## config.mk

```make
export PLATFORM = sky130hd
export DESIGN_NAME = button_autorepeat
export DESIGN_NICKNAME = d
export VERILOG_FILES = /design/src/rtl/button_autorepeat_pkg.sv /design/src/rtl/button_autorepeat_sync_2ff.sv /design/src/rtl/button_autorepeat.sv
export SDC_FILE = /design/constraint.sdc
export NUM_CORES = 1
export LEC_CHECK = 0
export ABC_CLOCK_PERIOD_IN_PS = 4200
export CAP_MARGIN = 20
export CORE_UTILIZATION = 60
export DETAILED_ROUTE_END_ITERATION = 7
export PLACE_DENSITY = 0.74
export SYNTH_ARGS = -nofsm -noshare
export SYNTH_HDL_FRONTEND = slang
export SYNTH_SLANG_ARGS = --single-unit
```

## constraint.sdc

```tcl
create_clock -name clk_i -period 4.2 [get_ports clk_i]
set_input_delay 0.63 -clock clk_i [delete_from_list [all_inputs] [get_ports clk_i]]
set_output_delay 0.63 -clock clk_i [all_outputs]
set_load 0.005 [all_outputs]
```

## src/rtl/button_autorepeat_pkg.sv

```systemverilog
// Shared definitions for the button auto-repeat block: FSM state encoding
// and the elaboration-time parameter sanity check.
package button_autorepeat_pkg;

    typedef enum logic [1:0] {
        IDLE   = 2'd0,
        DELAY  = 2'd1,
        REPEAT = 2'd2
    } state_e;

    // Rejects zero parameters, a floor above the start period, and loads that do not fit CNT_W.
    function automatic bit paramsOk(input int firstDelay, input int startPeriod,
                                    input int minPeriod, input int accelSteps,
                                    input int cntW, input int lvlW);
        longint cap;
        cap = longint'(1) << cntW;
        return (firstDelay >= 1) && (minPeriod >= 1) && (accelSteps >= 1) &&
               (cntW >= 1) && (lvlW >= 1) && (minPeriod <= startPeriod) &&
               (longint'(firstDelay) < cap) && (longint'(startPeriod) < cap);
    endfunction

endpackage

```

## src/rtl/button_autorepeat_sync_2ff.sv

```systemverilog
// Two-flop synchronizer for asynchronous level inputs, reset to a fixed value.
module sync_2ff #(
    parameter int               WIDTH     = 1,
    parameter logic [WIDTH-1:0] RESET_VAL = '0
) (
    input  logic             clk_i,
    input  logic             rst_ni,
    input  logic [WIDTH-1:0] d_i,
    output logic [WIDTH-1:0] q_o
);

    logic [WIDTH-1:0] meta_q;
    logic [WIDTH-1:0] sync_q;

    always_ff @(posedge clk_i or negedge rst_ni) begin
        if (!rst_ni) begin
            meta_q <= RESET_VAL;
            sync_q <= RESET_VAL;
        end else begin
            meta_q <= d_i;
            sync_q <= meta_q;
        end
    end

    assign q_o = sync_q;

endmodule

```

## src/rtl/button_autorepeat.sv

```systemverilog
// Turns a debounced button level into step pulses: one on press, then
// accelerating repeats while held, with the repeat period halving down to a floor.
module button_autorepeat
    import button_autorepeat_pkg::*;
#(
    parameter int FIRST_DELAY  = 2500000,
    parameter int START_PERIOD = 1000000,
    parameter int MIN_PERIOD   = 62500,
    parameter int ACCEL_STEPS  = 4,
    parameter int CNT_W        = 24,
    parameter int LVL_W        = 3
) (
    input  logic             clk_i,
    input  logic             rst_ni,
    input  logic             btn_i,
    output logic             step_o,
    output logic             held_o,
    output logic [LVL_W-1:0] level_o
);

    localparam int               REP_W      = $clog2(ACCEL_STEPS + 1);
    localparam logic [CNT_W-1:0] FIRST_LOAD = CNT_W'(FIRST_DELAY - 1);
    localparam logic [CNT_W-1:0] START_P    = CNT_W'(START_PERIOD);
    localparam logic [CNT_W-1:0] MIN_P      = CNT_W'(MIN_PERIOD);
    localparam logic [REP_W-1:0] REP_MAX    = REP_W'(ACCEL_STEPS);

    generate
        if (!paramsOk(FIRST_DELAY, START_PERIOD, MIN_PERIOD, ACCEL_STEPS, CNT_W, LVL_W)) begin : gBadParams
            $error("button_autorepeat: illegal parameter set");
        end
    endgenerate

    logic btnSync;

    sync_2ff #(
        .WIDTH    (1),
        .RESET_VAL(1'b0)
    ) uSync (
        .clk_i (clk_i),
        .rst_ni(rst_ni),
        .d_i   (btn_i),
        .q_o   (btnSync)
    );

    state_e           state_q;
    logic [CNT_W-1:0] cnt_q;
    logic [CNT_W-1:0] period_q;
    logic [REP_W-1:0] repCnt_q;
    logic [LVL_W-1:0] level_q;
    logic             step_q;
    logic             held_q;

    logic [CNT_W-1:0] periodHalf;
    logic [CNT_W-1:0] halvedPeriod;
    logic [REP_W-1:0] repNext;
    logic [LVL_W-1:0] levelNext;

    // repNext counts the step being issued, so the ACCEL_STEPS-th repeat at a period halves it.
    always_comb begin
        periodHalf   = period_q >> 1;
        halvedPeriod = (periodHalf < MIN_P) ? MIN_P : periodHalf;
        repNext      = (repCnt_q >= REP_MAX) ? REP_MAX : repCnt_q + REP_W'(1);
        levelNext    = (&level_q) ? level_q : level_q + LVL_W'(1);
    end

    always_ff @(posedge clk_i or negedge rst_ni) begin
        if (!rst_ni) begin
            state_q  <= IDLE;
            cnt_q    <= '0;
            period_q <= START_P;
            repCnt_q <= '0;
            level_q  <= '0;
            step_q   <= 1'b0;
            held_q   <= 1'b0;
        end else begin
            step_q <= 1'b0;
            held_q <= btnSync;
            case (state_q)
                IDLE: begin
                    if (btnSync) begin
                        step_q  <= 1'b1;
                        cnt_q   <= FIRST_LOAD;
                        state_q <= DELAY;
                    end
                end
                DELAY, REPEAT: begin
                    if (!btnSync) begin
                        state_q  <= IDLE;
                        cnt_q    <= '0;
                        period_q <= START_P;
                        repCnt_q <= '0;
                        level_q  <= '0;
                    end else if (cnt_q != '0) begin
                        cnt_q <= cnt_q - CNT_W'(1);
                    end else if (state_q == DELAY) begin
                        step_q   <= 1'b1;
                        repCnt_q <= REP_W'(1);
                        cnt_q    <= period_q - CNT_W'(1);
                        state_q  <= REPEAT;
                    end else begin
                        step_q <= 1'b1;
                        if ((repNext == REP_MAX) && (period_q > MIN_P)) begin
                            period_q <= halvedPeriod;
                            level_q  <= levelNext;
                            repCnt_q <= '0;
                            cnt_q    <= halvedPeriod - CNT_W'(1);
                        end else begin
                            repCnt_q <= repNext;
                            cnt_q    <= period_q - CNT_W'(1);
                        end
                    end
                end
                default: state_q <= IDLE;
            endcase
        end
    end

    assign step_o  = step_q;
    assign held_o  = held_q;
    assign level_o = level_q;

endmodule

```

# Word-level counts from Yosys, hierarchy flattened
# Cells that the tools add are included.
# word_totals
regBits	60
in_bits	3
# classes
add_sub_neg	5
magnitude_cmp	3
n_eq_ne	10
n_mux	30
n_reduce_logical	11
# ops
operator	count
two-way mux 24 bit	9
one-hot mux 24 bit (2 select lines)	1
subtractor 24 x 1 -> 24 bit, second input constant	2
two-way mux 3 bit	10
greater-than comparator 24 x 16 -> 1 bit, second input constant	1
nonzero test 24 bit	1
subtractor 23 x 1 -> 24 bit, second input constant	1
< comparator 23 x 16 -> 1 bit, second input constant	1
two-way mux 23 bit	1
two-way mux 2 bit	4
inequality test 2 bit, second input constant	4
adder 3 x 1 -> 3 bit, second input constant	2
inequality test 3 bit, second input constant	2
AND reduction 3 bit	2
AND reduction 5 bit	1
one-hot mux 2 bit (2 select lines)	1
AND reduction 2 bit	2
AND reduction 4 bit	1
equality test 3 bit, second input constant	1
greater-or-equal comparator 3 bit, second input constant	1
two-way mux 1 bit	3
equality test 2 x 1 -> 1 bit, second input constant	1
equality test 2 bit, second input constant	1
zero test 2 bit	1
5 further kinds	5

# Logic depth before layout (Yosys ltp)
# Gate-level depths: netlist of run 1.
# depth
ltp_word	9
depth_mapped	13

# Hierarchy
# A second synthesis of run 1 with hierarchy kept.
# hier_totals
hier_cells	492
area_unflattened_um2	4032.6
# modules_own_cells
mod	n_inst	cells_each	area_each_um2	seq_area_each_um2
button_autorepeat	1	490	3982.6	1360.1
sync_2ff	1	2	50.0	50.0

# Worst setup path before layout of run 1
# Ideal clock, no wire load.
# synth_timing
path_kind	flip-flop to flip-flop
start	register period_q[12]
end	register cnt_q[16]
arrival_time_ns	3.038
setup_slack_ns	1.034
path_stages_with_launch	14
n_path_buf	3
period_less_slack_ns	3.166
path_cell_list	dfrtp_1 -> clkbuf_1 -> or4_1 -> a2111o_1 -> and2_1 -> clkbuf_1 -> buf_2 -> nand2_1 -> ha_1 -> nand3_1 -> nor3_1 -> xor2_1 -> a221oi_1 -> o21ai_0
# synth_between
elab_chain_len	8
word_cells_on_any_way	11
cone_classes	add/sub (2); order compare (2); mux (6); reduce/logical (1)
# synth_lines
item	line	rtl
start: declaration	button_autorepeat.sv:47	logic [CNT_W-1:0] period_q;
start signal: assignment	button_autorepeat.sv:103	period_q <= halvedPeriod;
< comparator 23 x 16 -> 1 bit	button_autorepeat.sv:61	halvedPeriod = (periodHalf < MIN_P) ? MIN_P : periodHalf;
two-way mux 23 bit	button_autorepeat.sv:61	
subtractor 23 x 1 -> 24 bit	button_autorepeat.sv:106	cnt_q <= halvedPeriod - CNT_W'(1);
two-way mux 24 bit	button_autorepeat.sv:102	if ((repNext == REP_MAX) && (period_q > MIN_P)) begin
two-way mux 24 bit (*)	button_autorepeat.sv:95	end else if (state_q == DELAY) begin
two-way mux 24 bit (*)	button_autorepeat.sv:93	end else if (cnt_q != '0) begin
two-way mux 24 bit (*)	button_autorepeat.sv:87	if (!btnSync) begin
one-hot mux 24 bit (2 select lines) (*)	button_autorepeat.sv:78	case (state_q)
end signal: assignment	button_autorepeat.sv:94	cnt_q <= cnt_q - CNT_W'(1);
end signal: assignment	button_autorepeat.sv:98	cnt_q <= period_q - CNT_W'(1);
end signal: assignment	button_autorepeat.sv:106	
end: declaration	button_autorepeat.sv:46	logic [CNT_W-1:0] cnt_q;
# Every way passes the cells marked *; elsewhere a longest branch is shown, timed or not.
# A chain may end at the register's enable or synchronous reset.

# Worst setup path in the final report of run 1
# layout_timing
start	register period_q[10]
end	register cnt_q[16]
# The elaborated chain is that of the path after synthesis.

==> results of run 1 <==
state kept, by name (all words and copies together) (netlist names):
name / cells
repCnt_q: 3
cnt_q: 24
step_o: 1
held_o: 1
level_o: 3
uSync.meta_q: 1
uSync.q_o: 1
period_q: 20
state_q: 2
power groups by stage:
stage	sequential, mW	combinational (mW)	clock (mW)
CTS	0.721	0.629	0.390
detailed placement	0.730	0.626	0
global placement	0.727	0.615	0
floorplan	0.685	0.488	0
global route	0.733	0.702	0.404
finish	0.723	0.641	0.380
cells by family (layout without fill, tap and decap cells):
kind of cell / count (synthesis) / in the layout / share of synthesized area (%)
AND/OR/NAND/NOR: 214 / 214 / 26.9
adder cells (fa/ha/maj): 11 / 11 / 3.27
multiplexers: 5 / 5 / 1.19
flip-flops: 56 / 56 / 33.5
AO/OA/AOI/OAI: 147 / 147 / 23.1
buffers and inverters: 53 / 40 / 5.11
XOR/XNOR: 33 / 33 / 6.87
area by class of cell:
class / count / area (um2) / share of cell area [%]
Multi-Input combinational cell: 410 / 2580 / 58.3
Sequential cell: 56 / 1410 / 31.8
Timing Repair Buffer: 18 / 148 / 3.33
Tap cell: 96 / 120 / 2.71
Clock buffer: 6 / 82.6 / 1.86
Inverter: 14 / 52.6 / 1.18
Clock inverter: 2 / 38.8 / 0.874
cell usage in the layout, fill, tap and decap left out, types with 11 or more instances in the layout:
master,n
nor2_1,45
nor3_1,21
o21ai_0,35
a21oi_1,34
nand2_1,56
dfrtp_1,49
ha_1,11
buf_4,11
nor4_1,13
xor2_1,19
inv_1,14
nand3_1,16
xnor2_1,14
how the worst max path moves through the flow:
stage	start	end	slack (ns)	cells after the start
after global placement	period_q[10]$_DFFE_PN0P_	cnt_q[16]$_DFFE_PN0P_	0.94	10
after global routing	period_q[10]$_DFFE_PN0P_	cnt_q[8]$_DFFE_PN0P_	0.59	10
final	period_q[10]$_DFFE_PN0P_	cnt_q[16]$_DFFE_PN0P_	0.84	10
after detailed placement	period_q[10]$_DFFE_PN0P_	cnt_q[16]$_DFFE_PN0P_	0.88	10
after CTS	period_q[10]$_DFFE_PN0P_	cnt_q[8]$_DFFE_PN0P_	0.87	10
after floorplan	period_q[12]$_DFFE_PN0P_	cnt_q[16]$_DFFE_PN0P_	1.03	13
layer usage:
layer	up-vias	share of wire, %	global-route usage, %
met4	0	1.8	10.5
met5	-	0	0
met1	1914	44	48.5
met3	22	7.1	3.46
li1	1882	-	-
met2	185	47	54.0
critical path, stage by stage, from the launching register on:
cell and delay [ns]:
dfrtp_1 0.53, or4_1 0.60, a2111o_1 0.43, and2_1 0.35, nand2_1 0.18, ha_1 0.28, nand3_1 0.14, nor3_1 0.26
xor2_1 0.09, a221oi_1 0.29, o21ai_0 0.12
==> reports/metrics.csv, run 1 <==
stage;metric;value;unit
run_status;outcome;finished, final reports clean;
sta;fin_skew;0.0202;ns
route;drt_iter0_drc;402;
placement;numPortBuffers;7;
synthesis;syn_area;0.00421;mm2
synthesis;synth_top_area_share;29.1;%
final_layout;drive_gt1_share;7.71;%
grt;antenna_found_initial;0;
route;dr.pass1.iters;6;
placement;placed_cells;594;
grt;overflow;0;
synthesis;ys_seq_area_share;33.5;%
sta;hold_ws;0.174;ns
critical_path;crit_fanout;15;
floorplan;die_area;0.00735;mm2
power;leakage;1.73;nW
cts;holdBufCountCts;0;
sta;fin_setup_tns;0;ns
synthesis;synth_cell_types;66;
floorplan;rows;30;
floorplan;ios;8;
synthesis;yosysMostFrequentCell;nand2_1;
power;combPwrFrac;36.7;%
final_layout;fill_cells;599;
power;p_sw_share;40.6;%
cts;clk_latency;0.32;ns
sta;worst_pin_slew;0.918;ns
cts;post_cts_resized;0;
route;ant_nets;0;
synthesis;yosys-top-cells-count;56 x nand2_1, 49 x dfrtp_1, 45 x nor2_1;
critical_path;cp.required;4.41;ns
placement;placed_cell_area;0.00431;mm2
critical_path;end_kind;flop;
synthesis;synth-edff-count;0;
sta;finalSetupViolCount;0;
synthesis;async_reset_ff_share;100;%
critical_path;r2r_slack;0.84;ns
synthesis;yosys_warnings;0;
power;p_seq_share;41.5;%
synthesis;syn_inst;519;
power;irDropWorstVdd;0.000162;V
route;route.detailed.drc;0;
sta;max_freq;0.298;GHz
placement;place_hpwl;8700;um
power;cellPowerDensity;393;mW/mm2
route;wl;11900;um
critical_path;crit_arrival;3.57;ns
final_layout;syn_to_final_growth;5.38;%
power;clkPwrFrac;21.8;%
critical_path;start_kind;flop;
floorplan;initial_core_util;62.0;%
cts;cts_max_level;2;
route;wl_per_cell;19.8;um
final_layout;stdcell_area;0.00444;mm2
synthesis;synth_area_leaders;dfrtp_1 29%, nand2_1 5.0%, dfstp_2 4.4%;
grt;grt_pass1_wl;19300;um
final_layout;diodes;0;
cts;cts_made_buffers;5;
floorplan;core;0.00679;mm2
floorplan;die_h;85.8;um
final_layout;utilization;65.3;%
critical_path;critPathKind;flop to flop;
cts;post_cts_buffers;0;
placement;place_ws;0.883;ns
sta;finalHoldViolCount;0;
final_layout;layoutNonFillerInstCount;602;
cts;tritoncts;built;
sta;min_period_over_period;80.0;%
critical_path;reg2reg_to;cnt_q[16]$_DFFE_PN0P_;
synthesis;synth_nets;533;
critical_path;rr_worst_depth;10;
route;viasPerCell;6.65;
hold_path;hp-class;input port to async pin;
final_layout;finish.net_count;519;
cts;clock-root-buffer;clkbuf_8;
sta;slew_viol_final;0;
power;power_switching;0.708;mW
synthesis;ys_ff_latch;56;
cts;ctsLongestPathBuffers;2;
synthesis;syn_avg_cell_area;8.11;um2
floorplan;die_w;85.8;um
synthesis;synth-main-ff-cell;dfrtp_1;
placement;gp_congestion;0.984;
flow_run;drv_cap;0;
sta;grt_setup_unrepaired;false;
grt;grt_pass1_vias;3710;
sta;setup_slack;0.842;ns
power;p_int;1.04;mW
sta;post-route-min-period;3.36;ns
synthesis;synth_top_area_cell;dfrtp_1;
power;p_total;1.74;mW
cts;path_clk_slew;0.12;ns
grt;grt_max_degree;45;
cts;clock-sinks;56;
route;vias;4003;
grt;grt_usage;33.8;%
critical_path;rr_startpoint;period_q[10]$_DFFE_PN0P_;
sta;max_slew_margin;38.0;%
Note: power is estimated with default switching activity, not from simulation.
==> run 2: changes to the inputs <==
Settings changed: ABC_CLOCK_PERIOD_IN_PS 4200 to 2800, CORE_UTILIZATION 60 to 57.
Clock period 4.2 ns to 2.8 ns, I/O delays scaled along.
==> reports/metrics.csv, run 2 (synthesis results as in run 1) <==
stage;metric;value;unit;change
sta;grt_setup_unrepaired;false;;
power;p_sw_share;40.6;%;about the same
final_layout;utilization;69.5;%;+4.2 points
floorplan;ios;8;;unchanged
final_layout;drive_gt1_share;16.6;%;+8.9 points
cts;path_clk_slew;0.10;ns;-0.02 ns
floorplan;die_h;87.9;um;+2.5%
placement;placed_cell_area;0.00466;mm2;+8.0%
placement;numPortBuffers;7;;unchanged
sta;worst_pin_slew;0.786;ns;-0.132 ns
route;wl_per_cell;19.1;um;-3.8%
grt;antenna_found_initial;0;;unchanged
sta;max_slew_margin;47.5;%;+9.5 points
grt;grt_max_degree;29;;-36%
sta;min_period_over_period;97.4;%;+17 points
cts;clock-sinks;56;;unchanged
floorplan;die_w;87.9;um;+2.5%
critical_path;end_kind;flop;;
power;clkPwrFrac;20.1;%;-1.7 points
power;leakage;1.96;nW;+13%
power;p_total;2.68;mW;+54%
final_layout;stdcell_area;0.00482;mm2;+8.7%
sta;slew_viol_final;0;;unchanged
sta;fin_skew;0.00990;ns;-0.0103 ns
power;combPwrFrac;40.4;%;+3.7 points
sta;setup_slack;0.0729;ns;-0.769 ns
route;viasPerCell;6.58;;-1.1%
critical_path;critPathKind;flop to flop;;
final_layout;final_common_cell;nand2_1;;
final_layout;layoutNonFillerInstCount;645;;+7.1%
grt;overflow;0;;unchanged
sta;finalSetupViolCount;0;;unchanged
flow_run;drv_cap;0;;unchanged
final_layout;largest-register;cnt_q;;
cts;tritoncts;built;;
route;vias;4241;;+5.9%
placement;place_ws;-0.0640;ns;-0.947 ns
power;cellPowerDensity;556;mW/mm2;+41%
critical_path;cp.required;3.04;ns;-1.37 ns
critical_path;crit_arrival;2.96;ns;-0.61 ns
route;ant_nets;0;;unchanged
grt;grt_pass1_vias;3885;;+4.7%
sta;hold_ws;0.370;ns;+0.196 ns
hold_path;hp-class;flop to flop;;
floorplan;core;0.00694;mm2;+2.2%
route;wl;12300;um;+3.0%
final_layout;largest_reg_flops;24;;unchanged
final_layout;syn_to_final_growth;14.6;%;
floorplan;die_area;0.00773;mm2;+5.1%
power;p_seq_share;39.5;%;-2.0 points
route;dr.pass1.iters;5;;-1
sta;fin_setup_tns;0;ns;unchanged
placement;gp_congestion;0.982;;-0.25%
placement;placed_cells;635;;+6.9%
run_status;outcome;finished, final reports clean;;
power;irDropWorstVdd;0.000256;V;+58%
critical_path;crit_fanout;6;;-9
sta;finalHoldViolCount;0;;unchanged
route;route.detailed.drc;0;;unchanged
critical_path;start_kind;flop;;
cts;clk_latency;0.32;ns;about the same
power;p_int;1.59;mW;+54%
sta;post-route-min-period;2.73;ns;-0.631 ns
grt;grt_pass1_wl;19800;um;+2.7%
route;drt_iter0_drc;403;;+0.25%
grt;grt_usage;34.0;%;+0.18 points
final_layout;reg_top3;cnt_q: 24 flops, period_q: 20 flops;;
placement;place_hpwl;9330;um;+7.2%
cts;cts_max_level;2;;unchanged
final_layout;finish.net_count;562;;+8.3%
sta;max_freq;0.367;GHz;+23%
floorplan;rows;30;;unchanged
final_layout;diodes;0;;unchanged
cts;clock-root-buffer;clkbuf_8;;
floorplan;initial_core_util;60.6;%;-1.3 points
final_layout;final_cell_mix;54 x nand2_1, 53 x buf_4, 49 x dfrtp_1;;
power;power_switching;1.09;mW;+54%
cts;cts_made_buffers;5;;unchanged
cts;ctsLongestPathBuffers;2;;unchanged
==> run 2: cell count changes in the layout (fill, tap and decap cells not counted), sizes merged <==
cell / previous run / this run
buf: 12 / 54
clkinvlp: 0 / 1
dlygate4sd3: 0 / 1
clkbuf: 6 / 5
==> run 2: final timing paths <==
path	from	to	slack [ns]	depth (start not counted)
min reg2reg	uSync.meta_q$_DFF_PN0_	uSync.q_o$_DFF_PN0_	0.37	0
min	uSync.meta_q$_DFF_PN0_	uSync.q_o$_DFF_PN0_	0.37	0
max	cnt_q[22]$_DFFE_PN0P_	level_o[0]$_DFFE_PN0P_	0.07	6
max in group asynchronous	rst_ni	period_q[9]$_DFFE_PN1P_	1.62	3
max reg2reg	cnt_q[22]$_DFFE_PN0P_	level_o[0]$_DFFE_PN0P_	0.07	6
min in group asynchronous	rst_ni	uSync.meta_q$_DFF_PN0_	0.49	2
==> run 2: routing by layer <==
layer	routed length (um)	vias to the layer above	share of wire (%)	track usage (%)
met5	0	-	0	0
met4	395	0	3.2	14.2
met3	964	36	7.8	5.09
met2	5770	207	47	54.7
met1	5170	2035	42	45.7
li1	-	1963	-	-
==> run 2: cell type report <==
type | count | area [um2]
inverter | 14 | 52.6
sequential | 56 | 1410
timing repair buffer | 61 | 473
fill | 585 | 2120
clock buffer | 5 | 68.8
tap | 96 | 120
multi-input combinational | 410 | 2660
clock inverter | 3 | 42.5
==> run 2: critical path: stages (launching register included) <==
cell and delay (ns):
dfrtp_1 0.44, or4_1 0.64, or3_1 0.54, o21ai_2 0.29, nand2_2 0.14, or4b_1 0.48, o211ai_1 0.11
==> run 2: what timing repair did <==
item | 4_1_cts | 5_1_grt
pin swaps | 1 | 3
hold buffers | 1 | 0
hold endpoints to repair | 10 | 0
endpoints found under the setup margin | 7 | 13
resized for setup | 2 | 5
setup buffers | 0 | 1
==> run 2: power groups by stage <==
| stage | Clock (mW) | Sequential [mW] | Combinational, mW |
|---|---|---|---|
| CTS | 0.548 | 1.06 | 1.05 |
| floorplan | 0 | 1.03 | 0.732 |
| global route | 0.578 | 1.07 | 1.18 |
| finish | 0.538 | 1.06 | 1.08 |
| global placement | 0 | 1.07 | 1.02 |
| detailed placement | 0 | 1.07 | 1.04 |
